`src/rtl/fcs_append_serial_if.sv`:
```
`default_nettype none
// +------------------------------------------------------------------+
// | fcs_append_serial_if : serial frame bus into and out of the FCS  |
// | appender.                                      Revision: 1.0     |
// +------------------------------------------------------------------+
interface fcs_append_serial_if;
    logic in_valid;
    logic data_in;
    logic start_of_frame;
    logic end_of_frame;
    logic in_ready;
    logic out_valid;
    logic data_out;
    logic out_sof;
    logic out_fcs_start;
    logic out_eof;

    modport slave (
        input  in_valid, data_in, start_of_frame, end_of_frame,
        output in_ready, out_valid, data_out, out_sof, out_fcs_start, out_eof
    );

    modport master (
        output in_valid, data_in, start_of_frame, end_of_frame,
        input  in_ready, out_valid, data_out, out_sof, out_fcs_start, out_eof
    );
endinterface
`default_nettype wire

```
`src/rtl/fcs_append_serial.sv`:
```
`default_nettype none
// +------------------------------------------------------------------+
// | fcs_append_serial : forwards a serial frame and appends its      |
// | Ethernet CRC-32 FCS.                           Revision: 1.0     |
// +------------------------------------------------------------------+
module fcs_append_serial (
    input  wire logic            clk,
    input  wire logic            reset_n,
    fcs_append_serial_if.slave   bus
);
    localparam logic [31:0] C_POLY = 32'h04C11DB7;

    typedef enum logic [1:0] {
        ST_IDLE    = 2'd0,
        ST_PAYLOAD = 2'd1,
        ST_FCS     = 2'd2
    } state_t;

    state_t      r_state;
    logic [31:0] r_crc;
    logic [4:0]  r_fcs_cnt;
    logic        r_out_valid;
    logic        r_data_out;
    logic        r_out_sof;
    logic        r_out_fcs_start;
    logic        r_out_eof;

    logic        w_accept;
    logic        w_fb;
    logic [31:0] w_crc_base;
    logic [31:0] w_crc_next;

    assign bus.in_ready      = (r_state != ST_FCS);
    assign bus.out_valid     = r_out_valid;
    assign bus.data_out      = r_data_out;
    assign bus.out_sof       = r_out_sof;
    assign bus.out_fcs_start = r_out_fcs_start;
    assign bus.out_eof       = r_out_eof;

    assign w_accept = bus.in_valid && (r_state != ST_FCS);

    // A start-of-frame bit seeds from all ones, which also discards any open frame.
    always_comb begin
        w_crc_base = bus.start_of_frame ? 32'hFFFF_FFFF : r_crc;
        w_fb       = bus.data_in ^ w_crc_base[31];
        w_crc_next = {w_crc_base[30:0], 1'b0} ^ (w_fb ? C_POLY : 32'h0);
    end

    always_ff @(posedge clk or negedge reset_n) begin
        if (!reset_n) begin
            r_state         <= ST_IDLE;
            r_crc           <= 32'h0;
            r_fcs_cnt       <= 5'd0;
            r_out_valid     <= 1'b0;
            r_data_out      <= 1'b0;
            r_out_sof       <= 1'b0;
            r_out_fcs_start <= 1'b0;
            r_out_eof       <= 1'b0;
        end else begin
            r_out_valid     <= 1'b0;
            r_data_out      <= 1'b0;
            r_out_sof       <= 1'b0;
            r_out_fcs_start <= 1'b0;
            r_out_eof       <= 1'b0;
            case (r_state)
                ST_IDLE, ST_PAYLOAD: begin
                    if (w_accept && (bus.start_of_frame || r_state == ST_PAYLOAD)) begin
                        r_crc       <= w_crc_next;
                        r_out_valid <= 1'b1;
                        r_data_out  <= bus.data_in;
                        r_out_sof   <= bus.start_of_frame;
                        if (bus.end_of_frame) begin
                            r_state   <= ST_FCS;
                            r_fcs_cnt <= 5'd0;
                        end else begin
                            r_state   <= ST_PAYLOAD;
                        end
                    end
                end
                ST_FCS: begin
                    // Complemented MSB first gives the reflected FCS LSB first on the wire.
                    r_out_valid     <= 1'b1;
                    r_data_out      <= ~r_crc[31];
                    r_crc           <= {r_crc[30:0], 1'b0};
                    r_fcs_cnt       <= r_fcs_cnt + 5'd1;
                    r_out_fcs_start <= (r_fcs_cnt == 5'd0);
                    r_out_eof       <= (r_fcs_cnt == 5'd31);
                    if (r_fcs_cnt == 5'd31) begin
                        r_state <= ST_IDLE;
                    end
                end
                default: begin
                    r_state <= ST_IDLE;
                end
            endcase
        end
    end
endmodule
`default_nettype wire

```
`src/flat_wrapper.sv`:
```
// flat-port wrapper written by rule: the top's interface ports become plain ports
module fcs_append_serial_flat 
  (clk, reset_n, bus_in_valid, bus_data_in, bus_start_of_frame, bus_end_of_frame, bus_in_ready, bus_out_valid, bus_data_out, bus_out_sof, bus_out_fcs_start, bus_out_eof);
  fcs_append_serial_if bus_i ();
  input  wire logic clk;
  input  wire logic reset_n;
  input wire logic [$bits(bus_i.in_valid)-1:0] bus_in_valid;
  input wire logic [$bits(bus_i.data_in)-1:0] bus_data_in;
  input wire logic [$bits(bus_i.start_of_frame)-1:0] bus_start_of_frame;
  input wire logic [$bits(bus_i.end_of_frame)-1:0] bus_end_of_frame;
  output wire logic [$bits(bus_i.in_ready)-1:0] bus_in_ready;
  output wire logic [$bits(bus_i.out_valid)-1:0] bus_out_valid;
  output wire logic [$bits(bus_i.data_out)-1:0] bus_data_out;
  output wire logic [$bits(bus_i.out_sof)-1:0] bus_out_sof;
  output wire logic [$bits(bus_i.out_fcs_start)-1:0] bus_out_fcs_start;
  output wire logic [$bits(bus_i.out_eof)-1:0] bus_out_eof;
  assign bus_i.in_valid = bus_in_valid;
  assign bus_i.data_in = bus_data_in;
  assign bus_i.start_of_frame = bus_start_of_frame;
  assign bus_i.end_of_frame = bus_end_of_frame;
  assign bus_in_ready = bus_i.in_ready;
  assign bus_out_valid = bus_i.out_valid;
  assign bus_data_out = bus_i.data_out;
  assign bus_out_sof = bus_i.out_sof;
  assign bus_out_fcs_start = bus_i.out_fcs_start;
  assign bus_out_eof = bus_i.out_eof;
  fcs_append_serial u_core (.clk(clk), .reset_n(reset_n), .bus(bus_i));
endmodule
```
`config.mk`:
```
export PLATFORM = sky130hd
export DESIGN_NAME = fcs_append_serial_flat
export DESIGN_NICKNAME = d
export VERILOG_FILES = /design/src/rtl/fcs_append_serial_if.sv /design/src/rtl/fcs_append_serial.sv /design/src/flat_wrapper.sv
export SDC_FILE = /design/constraint.sdc
export NUM_CORES = 1
export LEC_CHECK = 0
export BUFFER_PORTS_ARGS = -buffer_cell sky130_fd_sc_hd__buf_2
export CELL_PAD_IN_SITES_DETAIL_PLACEMENT = 0
export CELL_PAD_IN_SITES_GLOBAL_PLACEMENT = 1
export CORE_MARGIN = 2
export CORE_UTILIZATION = 45
export CTS_BUF_LIST = sky130_fd_sc_hd__clkbuf_2
export DETAILED_ROUTE_END_ITERATION = 10
export PLACE_DENSITY_LB_ADDON = 0.1
export SYNTH_ARGS = -nofsm -noshare
export SYNTH_HDL_FRONTEND = slang
export SYNTH_SLANG_ARGS = --single-unit
```
`constraint.sdc`:
```
create_clock -name clk -period 1.6 [get_ports clk]
set_input_delay 0.32 -clock clk [delete_from_list [all_inputs] [get_ports clk]]
set_output_delay 0.32 -clock clk [all_outputs]
set_load 0.02 [all_outputs]
```
# After elaboration in Yosys (flattened, before gate mapping)
# Cells that the tools add are included.
[word_totals]
register_bits = 44
inputBits = 6
out_inout_bits = 6
[classes]
addsub = 1
eq_ne = 7
muxes = 19
bitwise_logic = 3
reduce_logical = 10
[op_table]
columns = ["operator", "n"]
rows = [
  ["$mux W32", 2],
  ["$pmux W32 S2", 1],
  ["$xor A32 B32 Y32", 1],
  ["$mux W27", 1],
  ["$mux W5", 2],
  ["$pmux W5 S2", 1],
  ["$mux W1", 6],
  ["$mux W2", 3],
  ["$add A5 B1 Y5 const B", 1],
  ["$eq A5 B5 Y1 const B", 1],
  ["$logic_not A5 Y1", 1],
  ["$ne A2 B1 Y1 const B", 2],
  ["$ne A2 B2 Y1 const B", 2],
  ["$pmux W1 S2", 2],
  ["$pmux W2 S2", 1],
  ["$reduce_and A2 Y1", 2],
  ["$reduce_and A3 Y1", 1],
  ["$eq A2 B1 Y1 const B", 1],
  ["$eq A2 B2 Y1 const B", 1],
  ["$logic_and A1 B1 Y1", 2],
  ["$logic_not A2 Y1", 1],
  ["$reduce_bool A2 Y1", 1],
  ["$reduce_or A2 Y1", 1],
  ["$logic_or A1 B1 Y1", 1],
  ["other kinds (2)", 2],
]

# Longest topological paths before layout
# Gate-level depths: netlist (run 1).
[depth]
depth_word = 6
depth_mapped = 8
depth_no_buf = 6

# Least setup slack after synthesis (run 1)
# No wires, ideal clock.
[synth_path]
path_type = "input to register"
start = "input port bus_start_of_frame"
end = "register u_core.r_crc[10]"
setup_ps = 132
arrival_ps = 1249
required_ps = 1468
slack_ps = 219
stages = 6
n_path_buf = 2
path_cell_list = "buf_6 > or3_4 > nand3_4 > buf_12 > xnor2_1 > o21ai_1"
[synth_between]
elab_chain_len = 6
[synth_lines]
columns = ["item", "line_no", "source"]
rows = [
  ["start, declared", "flat_wrapper.sv:9", "input wire logic [$bits(bus_i.start_of_frame)-1:0] bus_start_of_frame;"],
  ["$mux W32", "fcs_append_serial.sv:44", "w_crc_base = bus.start_of_frame ? 32'hFFFF_FFFF : r_crc;"],
  ["$xor A1 B1 Y1", "fcs_append_serial.sv:45", "w_fb = bus.data_in ^ w_crc_base[31];"],
  ["$mux W27", "fcs_append_serial.sv:46", "w_crc_next = {w_crc_base[30:0], 1'b0} ^ (w_fb ? C_POLY : 32'h0);"],
  ["$xor A32 B32 Y32", "fcs_append_serial.sv:46", ""],
  ["$mux W32", "fcs_append_serial.sv:67", "if (w_accept && (bus.start_of_frame || r_state == ST_PAYLOAD)) begin"],
  ["$pmux W32 S2", "fcs_append_serial.sv:65", "case (r_state)"],
  ["end signal, assigned", "fcs_append_serial.sv:68", "r_crc <= w_crc_next;"],
  ["end signal, assigned", "fcs_append_serial.sv:84", "r_crc <= {r_crc[30:0], 1'b0};"],
  ["end, declared", "fcs_append_serial.sv:20", "logic [31:0] r_crc;"],
]
# Parallel ways exist; a longest one is shown, timed or not. The select of a mux whose other input is x is not followed.
# A chain may end at the register's enable or synchronous reset.

# Worst setup path after layout (run 1)
[layout_path]
start = "register u_core.r_state[0]"
end = "output port bus_in_ready"
[layout_between]
elab_chain_len = 1
[layout_lines]
columns = ["item", "line_no", "source"]
rows = [
  ["start, declared", "fcs_append_serial.sv:19", "state_t r_state;"],
  ["start signal, assigned", "fcs_append_serial.sv:51", "r_state <= ST_IDLE;"],
  ["start signal, assigned", "fcs_append_serial.sv:73", "r_state <= ST_FCS;"],
  ["start signal, assigned", "fcs_append_serial.sv:76", "r_state <= ST_PAYLOAD;"],
  ["$ne A2 B2 Y1", "fcs_append_serial.sv:33", "assign bus.in_ready = (r_state != ST_FCS);"],
  ["end, declared", "flat_wrapper.sv:11", "output wire logic [$bits(bus_i.in_ready)-1:0] bus_in_ready;"],
]
# Every way passes these cells.

==> results of run 1 <==
-- stage by stage --
step           cell area (um2)  setup slack, ns  setup TNS [ns]  power, mW
6_report                  2302          0.07284               0      4.894
5_1_grt                   2302         -0.04684        -0.04684      5.356
3_5_place_dp              2146           0.1222               0      4.189
2_1_floorplan             2003           0.2192               0      3.656
3_3_place_gp              2146           0.1558               0      4.082
4_1_cts                   2221          0.03772               0      4.703
-- cell usage after synthesis --
cell       n  share of area [%]
o21ai_2    1               0.44
o211ai_1   1               0.37
nand3_4    1               0.87
nand2b_1   1               0.31
ha_1       3                1.9
buf_2      4                1.0
clkbuf_2   1               0.25
nand3b_1   1               0.37
and2_1     1               0.31
buf_12     1                1.0
o21ai_0   11                2.7
nor2_1     5               0.94
dfrtp_1   44                 55
o22ai_1    1               0.31
a21oi_1   11                2.7
xnor2_1   13                5.7
o21a_1     2               0.75
a21oi_2    4                1.7
nor3_1     1               0.25
a22o_1     2               0.87
or3_4      1               0.56
nor2b_4    1               0.69
buf_6      2                1.1
nand3_1    1               0.25
xor2_1     1               0.44
nand2_1   52                9.7
inv_2      2               0.37
buf_4      2               0.75
clkbuf_1   2               0.37
and3_1     1               0.31
a211oi_1   1               0.37
inv_1      4               0.75
o21ai_1   24                6.0
o32ai_1    1               0.44
-- cell usage in the layout, fill, tap and decap left out, types with 5 or more instances in the layout --
master    Yosys  routed
nor2_1        5       5
nand2_1      52      52
o21ai_1      24      24
buf_2         4      10
o21ai_0      11      11
xnor2_1      13      13
dfrtp_1      44      44
clkbuf_2      1       6
a21oi_1      11       8
buf_4         2      11
a21oi_2       4       7
-- per-layer routing --
layer / part of all wire [%] / up-vias
met2: 50 / 22
met3: 3.5 / 5
met4: 1.2 / 0
li1: - / 725
met5: 0 / -
met1: 45 / 735
-- worst max-delay path, cell delays in order, from the launching register on --
cell	delay, ns
dfrtp_1	0.47
nor2b_4	0.16
inv_4	0.06
buf_6	0.13
-- final timing paths --
path                                                 end  slack [ns]  cells after the start
setup / recovery                            bus_in_ready        0.07                      3
hold / removal             u_core.r_state[0]$_DFFE_PN0P_        0.08                      2
setup reg to reg            u_core.r_crc[10]$_DFFE_PN0P_        0.09                      7
hold reg to reg             u_core.r_crc[17]$_DFFE_PN0P_        0.49                      2
max in group asynchronous    u_core.r_crc[3]$_DFFE_PN0P_        0.69                      3
min in group asynchronous   u_core.bus.out_eof$_DFF_PN0_        0.38                      2
-- power by group through the flow --
stage               registers [mW]  logic, mW  clock network (mW)
floorplan                     1.95       1.70                   0
global placement              1.96       2.12                   0
detailed placement            1.99       2.20                   0
CTS                           1.95       2.28               0.476
global route                  2.02       2.81               0.529
finish                        1.96       2.49               0.450
-- sequential cells by signal, summed over array words and instances (netlist names) --
register	flops
u_core.bus.out_valid	1
u_core.r_crc	32
u_core.r_state	2
u_core.bus.out_fcs_start	1
u_core.bus.out_sof	1
u_core.bus.out_eof	1
u_core.bus.data_out	1
u_core.r_fcs_cnt	5
-- final cells by class --
cell class	instances	area [um2]	area share [%]
Clock buffer	6	30.03	1.304
Sequential cell	44	1101	47.83
Tap cell	52	65.06	2.826
Timing Repair Buffer	28	259.0	11.25
Inverter	6	27.53	1.196
Multi-Input combinational cell	142	808.3	35.11
Clock inverter	2	11.26	0.4891
-- what timing repair did --
action | in CTS | in global routing
cloned | 0 | 1
hold endpoints to repair | 20 | 0
gates resized for setup | 3 | 7
buffers inserted | 3 | 3
hold buffers | 1 | 0
pin swaps | 0 | 1
endpoints found under the setup margin | 1 | 31
-- logic make-up after synthesis --
family	share of synthesized area, %
AOI/OAI and AO/OA	16.80
xor gates and xnor gates	6.121
adders and majority gates	1.874
buffers and inverters	5.621
DFF	54.97
and+or+nand+nor	14.62
==> impl_metrics.py, run 1 <==
metrics = {
    "status": {
        "status": "finished clean",
    },
    "timing": {
        "fin_crit_sh_pct": 95.45,
        "finalSetupViolCount": 0,
        "rsz0062_at_grt": "true",
        "fmax_ghz": 0.6548,
        "slew-limit-headroom_pct": 66.62,
        "finalHoldViolations": 0,
        "drv_slew": 0,
        "whs_ns": 0.08021,
        "period_minus_slack_ns": 1.527,
        "clock-skew-final_ns": 0.02847,
        "worst_pin_slew_ns": 0.5006,
    },
    "global_routing": {
        "grt_start_max_net_pins": 47,
        "grt_use_met3_pct": 5.413,
        "gr-total-overflow": 0,
        "track_usage_pct": 18.00,
        "grt-busiest-layer": "met2",
        "use_met2_pct": 30.74,
        "antenna_found_initial": 0,
        "grt_pass1_wl_mm": 7.065,
        "grtUsageMet1_pct": 21.78,
        "grt_pass1_vias": 1551,
    },
    "synthesis": {
        "postSynthAreaPerCell_um2": 9.819,
        "synth_fp_nets": 213,
        "synth_seq_cells": 44,
        "ys_seq_area_share_pct": 54.97,
        "synth_warnings": 0,
        "synthCells": 204,
        "synth.cell_area_um2": 2003,
        "synth.distinct_cells": 34,
    },
    "clocking": {
        "cts.sinks": 44,
        "cts_inserted_buffers": 5,
        "clk_latency_ns": 0.40,
        "htreeDepth": 2,
        "clk_pin_slew_ns": 0.22,
        "cts_buffer_depth": 2,
        "cts_tree": "yes",
        "cts_root_buffer": "clkbuf_2",
    },
    "hold_path": {
        "worstHoldPathType": "in -> reg",
        "min_from": "bus_end_of_frame",
    },
    "critical_path": {
        "r2r_start": "u_core.r_state[0]$_DFFE_PN0P_",
        "worstPathMaxFanout": 3,
        "cp-end-kind": "output pin",
        "arrival_ns": 1.21,
        "cp-startpoint": "u_core.r_state[0]$_DFFE_PN0P_",
        "critPathRequiredTime_ns": 1.28,
        "setup.worst_path.start_class": "register",
        "worstSetupPathType": "reg -> out",
    },
    "final_layout": {
        "nets": 236,
        "antenna_cells": 0,
        "layout.cells.non_filler": 280,
        "fill_cells": 426,
        "fin_util_pct": 53.24,
        "drive_above_1_share_pct": 21.05,
        "syn_to_final_growth_pct": 14.93,
    },
    "power_and_ir_drop": {
        "switchingPower_mw": 1.997,
        "power_frac_seq_pct": 40.0,
        "power_switching_share_pct": 40.81,
        "p_leak_nw": 1.087,
        "internal_power_mw": 2.897,
        "clkPwrFrac_pct": 9.2,
        "power.density_nw_per_um2": 2126,
        "combPwrFrac_pct": 50.8,
        "ir_drop_mv": 0.8235,
    },
    "drt": {
        "drc": 0,
        "ant_nets": 0,
        "vias": 1487,
        "vias_per_cell": 5.311,
        "drt_first_pass_iters": 4,
        "drt-total-wl_mm": 4.051,
        "drt_iter0_markers": 106,
        "routedWlPerCell_um": 14.47,
    },
    "place": {
        "numPortBuffers": 11,
        "place.gp.congestion": 0.7830,
        "dp_hpwl_mm": 2.617,
        "dpl.cell_count": 265,
    },
    "floorplan": {
        "io-pin-count": 12,
        "die_x_um": 70.72,
        "core_um2": 4324,
        "initial_core_util_pct": 46.33,
        "die_area_um2": 5001,
        "num_rows": 24,
        "fp.dieH_um": 70.72,
    },
    "flow_run": {
        "max_cap_violations": 0,
    },
}
(Power assumes the default switching activity.)
==> run 2, diff against run 1 <==
--- a/config.mk
+++ b/config.mk
@@ -9,7 +9,7 @@
 export CELL_PAD_IN_SITES_DETAIL_PLACEMENT = 0
 export CELL_PAD_IN_SITES_GLOBAL_PLACEMENT = 1
 export CORE_MARGIN = 2
-export CORE_UTILIZATION = 45
+export CORE_UTILIZATION = 44
 export CTS_BUF_LIST = sky130_fd_sc_hd__clkbuf_2
 export DETAILED_ROUTE_END_ITERATION = 10
 export PLACE_DENSITY_LB_ADDON = 0.1
==> constraint.sdc (replaced) <==
create_clock -name clk -period 1.3 [get_ports clk]
set_input_delay 0.26 -clock clk [delete_from_list [all_inputs] [get_ports clk]]
set_output_delay 0.26 -clock clk [all_outputs]
set_load 0.02 [all_outputs]
==> impl_metrics.py, run 2 (synthesis results as in run 1) <==
metrics = {
    "status": {
        "status": "finished, violations left",
        "violations": "negative setup slack",
    },
    "floorplan": {
        "fp.dieH_um": 71.48,
        "core_um2": 4384,
        "die_area_um2": 5109,
        "die_x_um": 71.48,
        "initial_core_util_pct": 45.69,
        "num_rows": 24,
        "io-pin-count": 12,
    },
    "timing": {
        "finalHoldViolations": 0,
        "finalSetupViolCount": 40,
        "drv_slew": 0,
        "whs_ns": 0.08600,
        "worst_pin_slew_ns": 0.4506,
        "period_minus_slack_ns": 1.587,
        "rsz0062_at_grt": "true",
        "finalWorstSetupSlack_ns": -0.2874,
        "fmax_ghz": 0.6300,
        "clock-skew-final_ns": 0.01623,
        "slew-limit-headroom_pct": 69.96,
        "fin_crit_sh_pct": 122.1,
    },
    "final_layout": {
        "layout_commonest_cell": "nand2_1",
        "regArea_um2": 1101,
        "antenna_cells": 0,
        "nets": 261,
        "syn_to_final_growth_pct": 43.97,
        "largest_reg_flops": 32,
        "layout.cells.non_filler": 305,
        "multi_input_area_um2": 977.2,
        "fin_util_pct": 65.78,
        "final_cell_mix": "nand2_1 (50), dfrtp_1 (44), buf_4 (19)",
        "drive_above_1_share_pct": 39.92,
        "largestRegisters": "u_core.r_crc: 32 flops, u_core.r_fcs_cnt: 5 flops, u_core.r_state: 2 flops",
        "final_area_um2": 2884,
        "regMostFlops": "u_core.r_crc",
        "fill_cells": 335,
    },
    "critical_path": {
        "arrival_ns": 1.91,
        "cp.buffers_inverters": 4,
        "critPathSlowestCell": "dfrtp_1",
        "cp-end-kind": "register",
        "worstPathMaxFanout": 8,
        "worstSetupPathType": "reg -> reg",
        "r2r_setup_slack_ns": -0.29,
        "cpPeakStageDelay_ns": 0.48,
        "critPathRequiredTime_ns": 1.62,
        "crit_chain": "nor2b_4 -> inv_2 -> buf_4 -> o21a_4 -> buf_12 -> bufbuf_16 -> nand2_1 -> nand2_1",
        "path_common_cell": "nand2_1",
        "setup.worst_path.start_class": "register",
        "critPathTopFamily": "buffers and inverters",
    },
    "place": {
        "place.gp.congestion": 0.7171,
        "placed_cell_area_um2": 2305,
        "dp_hpwl_mm": 2.610,
        "pre_cts_ws_ns": -0.1149,
        "dpl.cell_count": 276,
        "numPortBuffers": 11,
    },
    "hold_path": {
        "worstHoldPathType": "in -> reg",
    },
    "drt": {
        "vias": 1590,
        "drt_first_pass_iters": 4,
        "drt_iter0_markers": 103,
        "wl_met1_mm": 2.167,
        "routedWlPerCell_um": 15.11,
        "drc": 0,
        "dr.max_layer_used": "met4",
        "ant_nets": 0,
        "dr_wl_met2_mm": 2.215,
        "drt-total-wl_mm": 4.610,
        "vias_per_cell": 5.213,
        "wl_met3_um": 177,
    },
    "clocking": {
        "cts_tree": "yes",
        "cts.sinks": 44,
        "cts_root_buffer": "clkbuf_2",
        "clk_pin_slew_ns": 0.22,
        "htreeDepth": 2,
        "clk_latency_ns": 0.41,
        "cts_buffer_depth": 2,
        "cts_inserted_buffers": 5,
    },
    "global_routing": {
        "track_usage_pct": 20.05,
        "antenna_found_initial": 0,
        "grt_start_max_net_pins": 18,
        "gr-total-overflow": 0,
        "grt_pass1_wl_mm": 7.879,
        "grt_pass1_vias": 1636,
    },
    "power_and_ir_drop": {
        "combPwrFrac_pct": 60.0,
        "power_frac_seq_pct": 30.4,
        "switchingPower_mw": 3.093,
        "internal_power_mw": 5.000,
        "ir_drop_mv": 1.260,
        "p_leak_nw": 1.376,
        "power_switching_share_pct": 38.21,
        "clkPwrFrac_pct": 9.6,
        "power.density_nw_per_um2": 2806,
    },
    "flow_run": {
        "max_cap_violations": 0,
    },
}
==> run 2: cell count changes in the layout (fill, tap and decap cells not counted), moves of 6 or more <==
cell,delta
o21ai_1,-7
buf_12,+6
buf_6,+6
xnor2_1,-8
xnor2_2,+8
buf_4,+8
o21ai_2,+9
==> run 2: per-stage QoR <==
step                      TNS, ns  total power [mW]
after floorplan           -0.2020             4.615
after global placement     -1.984             5.455
after detailed placement   -2.749             5.560
after CTS                  -6.683             7.817
after global routing       -9.775             8.663
final                      -7.922             8.093
==> run 2: final timing paths <==
check,from,endpoint,depth (start not counted)
max in group asynchronous,reset_n,u_core.r_crc[15]$_DFFE_PN0P_,3
worst min register to register,u_core.r_crc[17]$_DFFE_PN0P_,u_core.r_crc[17]$_DFFE_PN0P_,2
worst max register to register,u_core.r_state[0]$_DFFE_PN0P_,u_core.r_crc[15]$_DFFE_PN0P_,8
worst min-delay path,bus_in_valid,u_core.r_state[0]$_DFFE_PN0P_,2
min in group asynchronous,reset_n,u_core.bus.out_fcs_start$_DFF_PN0_,2
worst max-delay path,u_core.r_state[0]$_DFFE_PN0P_,u_core.r_crc[15]$_DFFE_PN0P_,8
==> run 2: timing repair <==
action                                  CTS  global route
endpoints found under the setup margin   36            43
hold buffers                              2             0
pin swaps                                 8            10
endpoints found under the hold margin    16             0
buffers inserted                          9             2
resized for setup                        39            16
cloned                                    8             0
==> run 2: final cells by class <==
cell class | count | share of cell area, %
repair inverters | 3 | 1.258
flip-flops and latches | 44 | 38.18
clock buffers | 5 | 0.8677
inverters | 6 | 1.215
clock inverters | 3 | 1.475
multi-input cells | 143 | 33.88
well taps | 52 | 2.256
repair buffers | 49 | 20.87
==> run 2: power groups by stage <==
stage	Sequential [mW]	Clock [mW]	Combinational [mW]
3_5_place_dp	2.43	0	3.13
3_3_place_gp	2.41	0	3.05
6_report	2.46	0.778	4.86
2_1_floorplan	2.41	0	2.20
5_1_grt	2.54	0.861	5.27
4_1_cts	2.42	0.796	4.60
==> run 2: per-layer routing <==
layer  vias to the layer above  GRT usage [%]
li1                        778              -
met1                       777          27.78
met2                        30          31.79
met3                         5          4.641
met4                         0          5.660
met5                         -              0
